File: config.mk
export PLATFORM = sky130hd
export DESIGN_NAME = systolic_array_ctrl
export DESIGN_NICKNAME = d
export VERILOG_FILES = /design/src/rtl/systolic_array_ctrl.sv
export SDC_FILE = /design/constraint.sdc
export NUM_CORES = 1
export LEC_CHECK = 0
export BUFFER_PORTS_ARGS = -buffer_cell sky130_fd_sc_hd__buf_2
export CAP_MARGIN = 10
export CORE_ASPECT_RATIO = 1.4
export CORE_MARGIN = 3
export CORE_UTILIZATION = 45
export DETAILED_ROUTE_END_ITERATION = 12
export HOLD_SLACK_MARGIN = 0.08
export PLACE_DENSITY = 0.81
export SLEW_MARGIN = 20
export SYNTH_ARGS = -nofsm -noshare
export SYNTH_HDL_FRONTEND = slang
export SYNTH_SLANG_ARGS = --single-unit
File: constraint.sdc
create_clock -name Clock -period 2.5 [get_ports Clock]
set_clock_uncertainty 0.05 [all_clocks]
set_input_delay 0.5 -clock Clock [delete_from_list [all_inputs] [get_ports Clock]]
set_output_delay 0.5 -clock Clock [all_outputs]
set_load 0.01 [all_outputs]
File: src/rtl/systolic_array_ctrl.sv
// Sequencer for a 4x4 systolic array. The phases are CLEAR, LOAD_B, STREAM, DRAIN and DONE, and abort can cancel a job.
// Define SYSTOLIC_ARRAY_CTRL_PERF_CNT_EN to build the busy-cycle and job performance counters.
module systolic_array_ctrl #(
  parameter int STREAM_LEN = 7,
  parameter int DRAIN_LEN  = 13
) (
  input  logic        Clock,
  input  logic        rst_n,
  input  logic        start,
  input  logic        abort,
  output logic        data_clear,
  output logic        en_b_shift_bottom,
  output logic        en_shift_right,
  output logic        en_shift_bottom,
  output logic [1:0]  b_row_idx,
  output logic [4:0]  a_step,
  output logic [3:0]  a_row_valid,
  output logic        ps_capture,
  output logic [1:0]  ps_idx,
  output logic        busy,
  output logic        done,
  output logic [31:0] perf_busy_cycles,
  output logic [15:0] perf_jobs
);

  typedef enum logic [2:0] {
    S_IDLE   = 3'd0,
    S_CLEAR  = 3'd1,
    S_LOAD_B = 3'd2,
    S_STREAM = 3'd3,
    S_DRAIN  = 3'd4,
    S_DONE   = 3'd5,
    S_ABORT  = 3'd6
  } state_e;

  localparam logic [4:0] STREAM_LAST = 5'(STREAM_LEN - 1);
  localparam logic [4:0] DRAIN_LAST  = 5'(DRAIN_LEN - 1);
  localparam logic [4:0] CAP_FIRST   = 5'(DRAIN_LEN - 4);

  state_e     state_q, state_d;
  logic [4:0] cnt_q, cnt_d;
  logic       abortable_s;

  // State and phase-counter registers
  always_ff @(posedge Clock or negedge rst_n) begin
    if (!rst_n) begin
      state_q <= S_IDLE;
      cnt_q   <= 5'd0;
    end else begin
      state_q <= state_d;
      cnt_q   <= cnt_d;
    end
  end

  // Next-state logic. Abort overrides the normal progress of a running job.
  always_comb begin
    state_d = state_q;
    case (state_q)
      S_IDLE:   if (start) state_d = S_CLEAR; else state_d = S_IDLE;
      S_CLEAR:  state_d = S_LOAD_B;
      S_LOAD_B: if (cnt_q == 5'd3) state_d = S_STREAM; else state_d = S_LOAD_B;
      S_STREAM: if (cnt_q == STREAM_LAST) state_d = S_DRAIN; else state_d = S_STREAM;
      S_DRAIN:  if (cnt_q == DRAIN_LAST) state_d = S_DONE; else state_d = S_DRAIN;
      S_DONE:   state_d = S_IDLE;
      S_ABORT:  state_d = S_IDLE;
      default:  state_d = S_IDLE;
    endcase
    abortable_s = (state_q == S_CLEAR) || (state_q == S_LOAD_B) ||
                  (state_q == S_STREAM) || (state_q == S_DRAIN);
    if (abort && abortable_s) begin
      state_d = S_ABORT;
    end else begin
      state_d = state_d;
    end
    // The counter restarts at 0 on every state change. It saturates, so a long stay in IDLE cannot wrap it.
    if (state_d != state_q) begin
      cnt_d = 5'd0;
    end else if (cnt_q == 5'd31) begin
      cnt_d = cnt_q;
    end else begin
      cnt_d = cnt_q + 5'd1;
    end
  end

  // Moore output decode from the registered state and the phase counter
  always_comb begin
    data_clear        = 1'b0;
    en_b_shift_bottom = 1'b0;
    en_shift_right    = 1'b0;
    en_shift_bottom   = 1'b0;
    b_row_idx         = 2'd0;
    a_step            = 5'd0;
    a_row_valid       = 4'd0;
    ps_capture        = 1'b0;
    ps_idx            = 2'd0;
    busy              = 1'b0;
    done              = 1'b0;
    case (state_q)
      S_CLEAR, S_ABORT: begin
        data_clear = 1'b1;
        busy       = 1'b1;
      end
      S_LOAD_B: begin
        en_b_shift_bottom = 1'b1;
        b_row_idx         = 2'(5'd3 - cnt_q);
        busy              = 1'b1;
      end
      S_STREAM: begin
        en_shift_right  = 1'b1;
        en_shift_bottom = 1'b1;
        a_step          = cnt_q;
        busy            = 1'b1;
        for (int r = 0; r < 4; r++) begin
          a_row_valid[r] = (cnt_q >= 5'(r)) && ((cnt_q - 5'(r)) <= 5'd3);
        end
      end
      S_DRAIN: begin
        en_shift_right  = 1'b1;
        en_shift_bottom = 1'b1;
        busy            = 1'b1;
        if (cnt_q >= CAP_FIRST) begin
          ps_capture = 1'b1;
          ps_idx     = 2'(cnt_q - CAP_FIRST);
        end else begin
          ps_capture = 1'b0;
          ps_idx     = 2'd0;
        end
      end
      S_DONE:  done = 1'b1;
      default: busy = 1'b0;
    endcase
  end

`ifdef SYSTOLIC_ARRAY_CTRL_PERF_CNT_EN
  logic [31:0] perf_busy_q;
  logic [15:0] perf_jobs_q;

  // The busy-cycle counter saturates at all-ones. The job counter wraps.
  always_ff @(posedge Clock or negedge rst_n) begin
    if (!rst_n) begin
      perf_busy_q <= 32'd0;
      perf_jobs_q <= 16'd0;
    end else begin
      if (busy && (perf_busy_q != 32'hFFFF_FFFF)) begin
        perf_busy_q <= perf_busy_q + 32'd1;
      end
      if (done) begin
        perf_jobs_q <= perf_jobs_q + 16'd1;
      end
    end
  end

  assign perf_busy_cycles = perf_busy_q;
  assign perf_jobs        = perf_jobs_q;
`else
  assign perf_busy_cycles = 32'd0;
  assign perf_jobs        = 16'd0;
`endif

endmodule

# ---- Yosys cells after proc, flatten, opt, wreduce, memory -nomap -nowiden
# Cells that the tools add are included.
dict set report word_totals {
  register_bits 8
  input_bits 4
}
dict set report op_classes {
  add_sub_neg 6
  magnitude_cmp 9
  n_eq_ne 12
  mux 20
  reduce_logical 12
}
# operator count
set ops {}
lappend ops {{5-bit by 2-bit less-or-equal comparator with 1-bit output, second input constant} 4}
lappend ops {{5-bit two-way mux} 3}
lappend ops {{3-bit case mux with 5 select lines} 1}
lappend ops {{5-bit by 1-bit >= comparator with 1-bit output, second input constant} 2}
lappend ops {{5-bit by 2-bit >= comparator with 1-bit output, second input constant} 2}
lappend ops {{1-bit two-way mux} 10}
lappend ops {{5-bit by 2-bit subtractor with 5-bit output, second input constant} 2}
lappend ops {{3-bit equality test, second input constant} 3}
lappend ops {{3-bit by 2-bit equality test with 1-bit output, second input constant} 2}
lappend ops {{2-bit two-way mux} 3}
lappend ops {{3-bit two-way mux} 2}
lappend ops {{5-bit by 1-bit adder with 5-bit output, second input constant} 1}
lappend ops {{5-bit by 2-bit equality test with 1-bit output, second input constant} 1}
lappend ops {{5-bit by 3-bit equality test with 1-bit output, second input constant} 1}
lappend ops {{5-bit by 4-bit equality test with 1-bit output, second input constant} 1}
lappend ops {{5-bit equality test, second input constant} 1}
lappend ops {{5-bit by 4-bit >= comparator with 1-bit output, second input constant} 1}
lappend ops {{1-bit logical AND} 5}
lappend ops {{5-bit OR reduction} 1}
lappend ops {{5-bit by 1-bit subtractor with 5-bit output, second input constant} 1}
lappend ops {{4-bit two-way mux} 1}
lappend ops {{2-bit OR reduction} 2}
lappend ops {{3-bit by 1-bit equality test with 1-bit output, second input constant} 1}
lappend ops {{3-bit zero test} 1}
lappend ops {{5 further kinds} 7}

# ---- Logic depth before layout (Yosys ltp)
# Gate-level depths: netlist of the first run.
dict set report depth {
  ltp_word 8
  mapped_depth 7
}

# ---- Worst setup path after synthesis of the first run
# Ideal clock, no wire load.
dict set report synth_path {
  kind {register -> output}
  from {register cnt_q[2]}
  to {output port a_row_valid[3]}
  t_arrival_ps 1539
  required_time_ps 1950
  setup_slack_ps 411
  path_stages_with_launch 8
  n_path_buf 1
  cell_sequence {dfrtp_1 -> buf_6 -> inv_1 -> ha_1 -> nand2_1 -> nand2_1 -> xnor2_1 -> a2111oi_1}
}
dict set report synth_via {
  elab_chain_len 4
  elab_cells_between_ends 5
  cone_classes {add/sub (1); order compare (2); mux (1); reduce/logical (1)}
}
# element line_no
set synth_lines {}
lappend synth_lines {{from (decl)} 41} ;# logic [4:0] cnt_q, cnt_d;
lappend synth_lines {{from (signal assigned)} 51} ;# cnt_q <= cnt_d;
lappend synth_lines {{5-bit by 2-bit subtractor with 5-bit output} 114} ;# a_row_valid[r] = (cnt_q >= 5'(r)) && ((cnt_q - 5'(r)) <= 5'd3);
lappend synth_lines {{5-bit by 2-bit less-or-equal comparator with 1-bit output} 114}
lappend synth_lines {{1-bit logical AND *} 114}
lappend synth_lines {{4-bit two-way mux *} 98} ;# case (state_q)
lappend synth_lines {{to (decl)} 17} ;# output logic [3:0] a_row_valid,
# Mark *: on every way between the ends. The rest lies on a longest branch, timed or not.

# ---- Final worst setup path of the first run
dict set report layout_path {
  from {register cnt_q[0]}
  to {output port a_row_valid[1]}
}
dict set report layout_via {
  elab_chain_len 4
  elab_cells_between_ends 5
  cone_classes {add/sub (1); order compare (2); mux (1); reduce/logical (1)}
}
# element line_no
set layout_lines {}
lappend layout_lines {{5-bit by 1-bit subtractor with 5-bit output} 114}
lappend layout_lines {{5-bit by 2-bit less-or-equal comparator with 1-bit output} 114}
lappend layout_lines {{1-bit logical AND *} 114}
lappend layout_lines {{4-bit two-way mux *} 98}
# Marks and branches as above.

==> reports/metrics.csv, run 1 <==
stage,metric,value,unit
route,DRC viols,0,
floorplan,Die Ht,69.1,um
worst_setup_path,CP arrival,1.75,ns
layout,Layout area overhead,1.17,%
floorplan,# rows,22,
clock_network,CTS max path bufs,2,
worst_setup_path,CP max stage delay,0.46,ns
clock_network,CTS tree,yes,
clock_network,post-CTS setup buffer count,0,
sta,Tcrit/Tclk final,92.2,%
clock_network,clk slew on worst S/H paths,0.06,ns
clock_network,root buffer cell,clkbuf_4,
layout,final net count,204,
global_route,vias in the first global route,860,
placement,Post-DP HPWL,1900,um
route,DRT iter0 DRCs,21,
pwr,Switching Power,0.000557,W
worst_setup_path,Critical Path Source Type,flop,
pwr,Pint,0.000561,W
pwr,clock power share,8.9,%
route,First-pass DRT Iterations,4,
clock_network,clock latency on the worst-skew pair,0.25,ns
synthesis,Yosys top cell by area,buf_4,
clock_network,clk sinks,8,
synthesis,"count leader, synth",buf_4,
run_status,status,"complete, no violations",
sta,post-route minimum period,2.30,ns
synthesis,sequential area share after synthesis,15.6,%
floorplan,die area,3530,um2
placement,PortBufs,23,
sta,Final Setup Violations,0,
global_route,met1 usage,15.1,%
synthesis,"Distinct cells, synth",40,
worst_setup_path,"setup slack, reg-to-reg",0.57,ns
global_route,global-route wire length before repair,3760,um
pwr,Net Sw Frac,49.8,%
pwr,PwrDens,862,nW/um2
global_route,met3 Track Usage GR,1.08,%
worst_setup_path,CP cell instances,inv_1 > ha_1 > nor3_1 > nor4_1 > buf_2,
floorplan,initial core utilization,48.0,%
layout,share of cells above drive strength 1,22.5,%
synthesis,most frequent cells after synthesis,"50 x buf_4, 18 x nor2_1, 11 x ha_1",
synthesis,Post-Synthesis Cells,162,
synthesis,"FFs w/ async S/R, synth",100,%
sta,WHS,0.542,ns
route,Routed Antenna Nets,0,
worst_setup_path,peak fanout along the critical path,9,
synthesis,Synth top area share,29.3,%
layout,antenna cell count,0,
global_route,GRT busiest layer,met2,
clock_network,Max H-tree Level,1,
synthesis,Syn Std Cell Area,1280,um2
sta,RSZ-0062 raised after global routing,false,
route,final wirelength,2380,um
global_route,GRT overflow,0,
worst_setup_path,Required @ worst endpoint,1.95,ns
pwr,Seq pwr share,20.6,%
job,Max Cap Viol,0,
layout,fin cells,223,
floorplan,Die W,51.1,um
route,vias after detailed routing,1019,
pwr,Worst VDD drop,313,uV
worst_setup_path,Crit. End Element,primary output,
clock_network,TritonCTS buffer count,3,
sta,Max Freq,434,MHz
pwr,combinational cell fraction of total power,70.6,%
synthesis,Synth Register Bits,8,
worst_setup_path,Crit Path Class,reg -> out,
sta,setup TNS,0,ns
sta,Hold Fails Final Rpt,0,
synthesis,Post-synth top flop,dfrtp_1,
floorplan,core footprint,2670,um2
placement,RePlAce Congestion,0.854,
synthesis,Ys Warns,0,
global_route,met2 usage in global routing,24.4,%
global_route,initial antenna violation count,0,
worst_setup_path,slowest stage cell on the critical path,dfrtp_2,
route,vias per cell,4.57,
placement,dpl cells,219,
synthesis,synth top area cells,"buf_4 29%, dfrtp_1 16%, ha_1 11%",
worst_hold_path,HP Class,in -> reg,
synthesis,syn_area_per_cell,7.91,um2
route,WL/cell,10.7,um
sta,max-slew violations,0,
global_route,GRT Overall Usage,13.4,%
pwr,Leak,0.707,nW
global_route,pin count of the biggest net entering global routing,14,
floorplan,IO Count,72,
synthesis,number of synthesized flops with an enable pin,0,
## final cells by class
type	instances	area, um2
inverter	6	22.5
sequential	8	203
fill	309	1370
clock buffer	3	22.5
multi-input combinational	139	826
tap	36	45.0
timing repair buffer	31	178
## layer usage
metal / vias to the layer above / part of all wire [%]
met5: - / 0
met4: 0 / 0.84
met3: 2 / 10
met2: 53 / 54
met1: 475 / 35
li1: 489 / -
## flip-flops by register name, summed over array words and instances (netlist names)
register,count
cnt_q,5
state_q,3
## worst paths after layout
| path | to | cells past startpoint | startpoint |
|---|---|---|---|
| worst min register to register | state_q[2]$_DFF_PN0_ | 2 | state_q[1]$_DFF_PN0_ |
| min in group asynchronous | cnt_q[2]$_DFFE_PN0P_ | 2 | rst_n |
| max in group asynchronous | cnt_q[1]$_DFFE_PN0P_ | 2 | rst_n |
| worst max register to register | cnt_q[0]$_DFFE_PN0P_ | 7 | cnt_q[0]$_DFFE_PN0P_ |
| worst max-delay path | a_row_valid[1] | 5 | cnt_q[0]$_DFFE_PN0P_ |
| worst min-delay path | state_q[1]$_DFF_PN0_ | 3 | abort |
## stage by stage
stage	worst slack (ns)	power [W]	instance area (um2)	util, %
finish	0.195	0.00112	1300	48.5
detailed placement	0.247	0.000996	1250	47.0
global route	0.0256	0.00123	1300	48.5
floorplan	0.411	0.000846	1460	-
CTS	0.0440	0.00111	1290	48.2
global placement	0.322	0.000977	1250	47.0
## power groups by stage
stage	registers, W	clock network, W	logic, W
floorplan	0.000212	0	0.000634
global placement	0.000223	0	0.000754
detailed placement	0.000225	0	0.000770
CTS	0.000224	0.000105	0.000779
global route	0.000238	0.000112	0.000878
finish	0.000230	0.0000990	0.000789
## what timing repair did
item,in CTS,in global routing
gates cloned,0,0
resized for setup,1,5
endpoints found under the setup margin,3,5
hold buffers,1,0
pin swaps,0,1
endpoints found under the hold margin,8,0
## worst max-delay path: cells and delay by family, from the launching register on
| kind | cells | cell delay [ns] |
|---|---|---|
| buffers and inverters | 2 | 0.31 |
| adder cells (fa/ha/maj) | 1 | 0.38 |
| flip-flops | 1 | 0.46 |
| AND/OR/NAND/NOR | 2 | 0.35 |
## cells in the final DEF (no fill, tap or decap), types with 2 or more instances in the layout
cell type / netlist / final
dfrtp_1: 8 / 6
nor2b_1: 2 / 2
inv_1: 6 / 5
ha_1: 11 / 10
nor2_1: 18 / 18
nand2_1: 7 / 7
buf_4: 50 / 7
mux2i_1: 2 / 2
clkbuf_4: 0 / 3
xor2_1: 4 / 4
dfrtp_2: 0 / 2
nor3_1: 5 / 5
xnor2_1: 5 / 5
and3_1: 3 / 3
nor4_1: 3 / 3
a21oi_1: 3 / 3
nand2b_1: 6 / 6
conb_1: 1 / 48
buf_2: 2 / 23
## cell families (layout without fill, tap and decap cells)
family | after synthesis | count (layout) | share of synthesized area (%)
adders and majority gates | 11 | 11 | 10.7
muxes | 3 | 3 | 2.44
AOI/OAI and AO/OA | 17 | 17 | 10.1
and+or+nand+nor | 51 | 51 | 20.5
xor gates and xnor gates | 9 | 9 | 6.15
buffers and inverters | 62 | 40 | 34.2
DFF | 8 | 8 | 15.6
other | 1 | 48 | 0.293
Note: power is estimated with default switching activity, not from simulation.
==> run 2: changes to the inputs <==
ABC_AREA = 1   (was not set)
PLACE_DENSITY = not set   (was 0.81)
PLACE_DENSITY_LB_ADDON = 0.3   (was not set)
==> run 2 against run 1 <==
  * Via count rose by 5.4%
  * Sequential power rose by 10%
  * Combinational power rose by 20%
  * Critical endpoint is now a_row_valid[3]
  * Sequential share of layout area fell by 0.52 points
  * Critical path type unchanged
  * Critical path depth rose by 1
  * Synthesized cell count rose by 15%
  * Count of clock-buffer cells in the layout did not move
  * Maximum frequency fell by 4.5%
  * Final cell count rose by 10%
  * First-iteration DRC count fell by 9.5%
  * Utilization rose by 0.35 points
==> reports/metrics.csv, run 2 <==
stage,metric,value,unit,change
worst_setup_path,Critical Path Source Type,flop,,unchanged
route,First-pass DRT Iterations,4,,unchanged
floorplan,IO Count,72,,unchanged
placement,RePlAce Congestion,0.894,,was 0.854
synthesis,Syn Std Cell Area,1330,um2,was 1280 um2
worst_setup_path,R2R depth,8,,was 7
worst_setup_path,family with the most delay on the worst path,flip-flops,,unchanged
sta,Tcrit/Tclk final,96.5,%,was 92.2%
run_status,status,"complete, no violations",,unchanged
sta,Hold Fails Final Rpt,0,,unchanged
layout,fin cells,246,,was 223
pwr,Seq pwr share,19.7,%,was 20.6%
clock_network,clock latency on the worst-skew pair,0.24,ns,was 0.25 ns
layout,most frequent cells in the layout,"48 x conb_1, 28 x nand2_1, 23 x buf_2",,"was 48 x conb_1, 23 x buf_2, 18 x nor2_1"
floorplan,initial core utilization,48.7,%,was 48.0%
worst_setup_path,CP arrival,1.86,ns,was 1.75 ns
layout,Layout area overhead,0.472,%,was 1.17%
worst_setup_path,FF-to-FF End,cnt_q[2]$_DFFE_PN0P_,,was cnt_q[0]$_DFFE_PN0P_
synthesis,Post-Synthesis Cells,186,,was 162
layout,"commonest non-fill, non-tap cell in the layout",conb_1,,unchanged
worst_setup_path,peak fanout along the critical path,10,,was 9
synthesis,syn_area_per_cell,7.13,um2,was 7.91 um2
sta,post-route minimum period,2.41,ns,was 2.30 ns
clock_network,clk sinks,8,,unchanged
pwr,PwrDens,969,nW/um2,was 862 nW/um2
synthesis,number of synthesized flops with an enable pin,0,,unchanged
floorplan,core footprint,2730,um2,was 2670 um2
pwr,Leak,0.778,nW,was 0.707 nW
clock_network,clk slew on worst S/H paths,0.05,ns,was 0.06 ns
synthesis,Post-synth top flop,dfrtp_1,,unchanged
floorplan,die area,3640,um2,was 3530 um2
global_route,pin count of the biggest net entering global routing,11,,was 14
synthesis,Yosys top cell by area,buf_4,,unchanged
floorplan,# rows,22,,unchanged
layout,max reg flops,5,,unchanged
sta,Max Freq,414,MHz,was 434 MHz
clock_network,Max H-tree Level,1,,unchanged
worst_setup_path,slowest stage cell on the critical path,dfrtp_1,,was dfrtp_2
clock_network,CTS max path bufs,2,,unchanged
worst_hold_path,HP Class,in -> reg,,unchanged
worst_setup_path,Worst Path Buf+Inv,2,,unchanged
route,Routed Antenna Nets,0,,unchanged
layout,share of cells above drive strength 1,26.2,%,was 22.5%
pwr,combinational cell fraction of total power,73.3,%,was 70.6%
sta,RSZ-0062 raised after global routing,false,,unchanged
worst_setup_path,CP cell instances,inv_1 > ha_1 > nand2_1 > o22ai_1 > nor4_1 > buf_2,,was inv_1 > ha_1 > nor3_1 > nor4_1 > buf_2
global_route,global-route wire length before repair,3650,um,was 3760 um
layout,final net count,227,,was 204
synthesis,Synth Area in Simple Gates,33.4,%,was 20.5%
floorplan,Die Ht,70.2,um,was 69.1 um
synthesis,most frequent cells after synthesis,"49 x buf_4, 28 x nand2_1, 21 x nor2_1",,"was 50 x buf_4, 18 x nor2_1, 11 x ha_1"
layout,antenna cell count,0,,unchanged
pwr,Worst VDD drop,675,uV,was 313 uV
job,Max Cap Viol,0,,unchanged
sta,setup TNS,0,ns,unchanged
global_route,GRT Overall Usage,12.6,%,was 13.4%
route,DRC viols,0,,unchanged
global_route,initial antenna violation count,0,,unchanged
synthesis,post-synthesis mux area share,0,%,was 2.44%
sta,max-slew violations,0,,unchanged
global_route,vias in the first global route,940,,was 860
synthesis,sequential area share after synthesis,15.1,%,was 15.6%
pwr,Net Sw Frac,57.1,%,was 49.8%
floorplan,Die W,51.9,um,was 51.1 um
pwr,clock power share,7.1,%,was 8.9%
synthesis,"FFs w/ async S/R, synth",100,%,unchanged
pwr,Pint,0.000554,W,was 0.000561 W
route,vias per cell,4.37,,was 4.57
synthesis,"count leader, synth",buf_4,,unchanged
route,WL/cell,9.66,um,was 10.7 um
worst_setup_path,CP max stage delay,0.53,ns,was 0.46 ns
synthesis,Ys Warns,0,,unchanged
synthesis,Synth top area share,27.7,%,was 29.3%
pwr,Switching Power,0.000737,W,was 0.000557 W
worst_setup_path,"setup slack, reg-to-reg",0.58,ns,was 0.57 ns
worst_setup_path,reg2reg start,cnt_q[0]$_DFFE_PN0P_,,unchanged
synthesis,Synth Register Bits,8,,unchanged
synthesis,"Distinct cells, synth",28,,was 40
placement,Post-DP HPWL,2070,um,was 1900 um
synthesis,adder-cell share of the synthesized area,10.4,%,was 10.7%
worst_setup_path,Crit Path Class,reg -> out,,unchanged
placement,PortBufs,23,,unchanged
layout,largest register by flop count,cnt_q,,unchanged
global_route,GRT overflow,0,,unchanged
route,final wirelength,2380,um,about the same
placement,dpl cells,242,,was 219
synthesis,main combinational cell family by area after synthesis,simple AND/OR/NAND/NOR gates,,was buffers and inverters
layout,Largest regs,"cnt_q: 5 flops, state_q: 3 flops",,unchanged
synthesis,synth top area cells,"buf_4 28%, dfrtp_1 15%, ha_1 10%",,"was buf_4 29%, dfrtp_1 16%, ha_1 11%"
route,DRT iter0 DRCs,19,,was 21
worst_hold_path,Hold Path Stages,3,,unchanged
route,vias after detailed routing,1074,,was 1019
synthesis,post-synthesis xor/xnor area fraction,3.96,%,was 6.15%
synthesis,Synth Area in Compound Gates,3.77,%,was 10.1%
worst_hold_path,Hold EP,state_q[1]$_DFF_PN0_,,unchanged
worst_setup_path,Required @ worst endpoint,1.95,ns,about the same
worst_hold_path,hold path startpoint,abort,,unchanged
clock_network,CTS tree,yes,,unchanged
clock_network,TritonCTS buffer count,3,,unchanged
sta,Final Setup Violations,0,,unchanged
worst_setup_path,Crit. End Element,primary output,,unchanged
clock_network,root buffer cell,clkbuf_4,,unchanged
[run 2: worst max path at each step]
stage	cells past startpoint	endpoint	slack, ns	startpoint
3_5_place_dp	9	ps_idx[0]	0.20	cnt_q[1]$_DFFE_PN0P_
6_report	6	a_row_valid[3]	0.09	cnt_q[0]$_DFFE_PN0P_
5_1_grt	9	ps_idx[0]	0.01	cnt_q[1]$_DFFE_PN0P_
2_1_floorplan	9	ps_idx[0]	0.27	cnt_q[2]$_DFFE_PN0P_
4_1_cts	9	ps_idx[0]	0.005	cnt_q[1]$_DFFE_PN0P_
3_3_place_gp	9	ps_idx[0]	0.21	cnt_q[1]$_DFFE_PN0P_
[run 2: area by class of cell]
class                      count  area (um2)
fill                         314        1390
multi-input combinational    158         868
sequential                     8         201
timing repair buffer          25         133
inverter                      16        62.6
tap                           36        45.0
clock buffer                   3        22.5
[run 2: through the flow]
step / hold WS (ns) / total power (W) / util [%] / instance area (um2) / setup WS, ns
after floorplan: 0.154 / 0.00104 / - / 1500 / 0.274
after global routing: 0.490 / 0.00141 / 48.9 / 1330 / 0.0111
after detailed placement: 0.299 / 0.00120 / 47.5 / 1290 / 0.197
after global placement: 0.296 / 0.00120 / 47.5 / 1290 / 0.206
final: 0.480 / 0.00129 / 48.9 / 1330 / 0.0864
after CTS: 0.474 / 0.00130 / 48.9 / 1330 / 0.00494
[run 2: per-layer routing]
metal / track usage [%] / up-vias / share of wire [%]
met5: 0 / - / 0
met4: 7.00 / 0 / 2.7
met3: 1.07 / 8 / 8.5
met2: 23.6 / 51 / 51
met1: 12.9 / 478 / 38
li1: - / 537 / -
[run 2: power by group through the flow]
stage                     Sequential, W  Combinational [W]   Clock, W
final                          0.000254           0.000946  0.0000910
after floorplan                0.000230           0.000807          0
after global routing           0.000264            0.00105   0.000103
after CTS                      0.000251           0.000956  0.0000977
after global placement         0.000252           0.000945          0
after detailed placement       0.000253           0.000948          0
[run 2: worst reg2reg max path, stage by stage (launching register included)]
cell and delay, ns:
dfrtp_1 0.53, ha_1 0.34, nand2_1 0.11, nor2_1 0.11, ha_1 0.27, inv_1 0.08, nand2_1 0.07, xor2_1 0.19
nor2_2 0.06
[run 2: kinds of logic after synthesis]
family          Yosys count
compound gates            9
xor+xnor                  6
fa+ha+maj                11
buf+inv                  67
flops                     8
other cells               1
simple gates             84
[run 2: timing repair]
item | 4_1_cts | 5_1_grt
setup endpoints to repair | 2 | 4
resized for setup | 1 | 2
setup buffers | 0 | 0
hold buffers | 1 | 0
hold endpoints to repair | 8 | 0
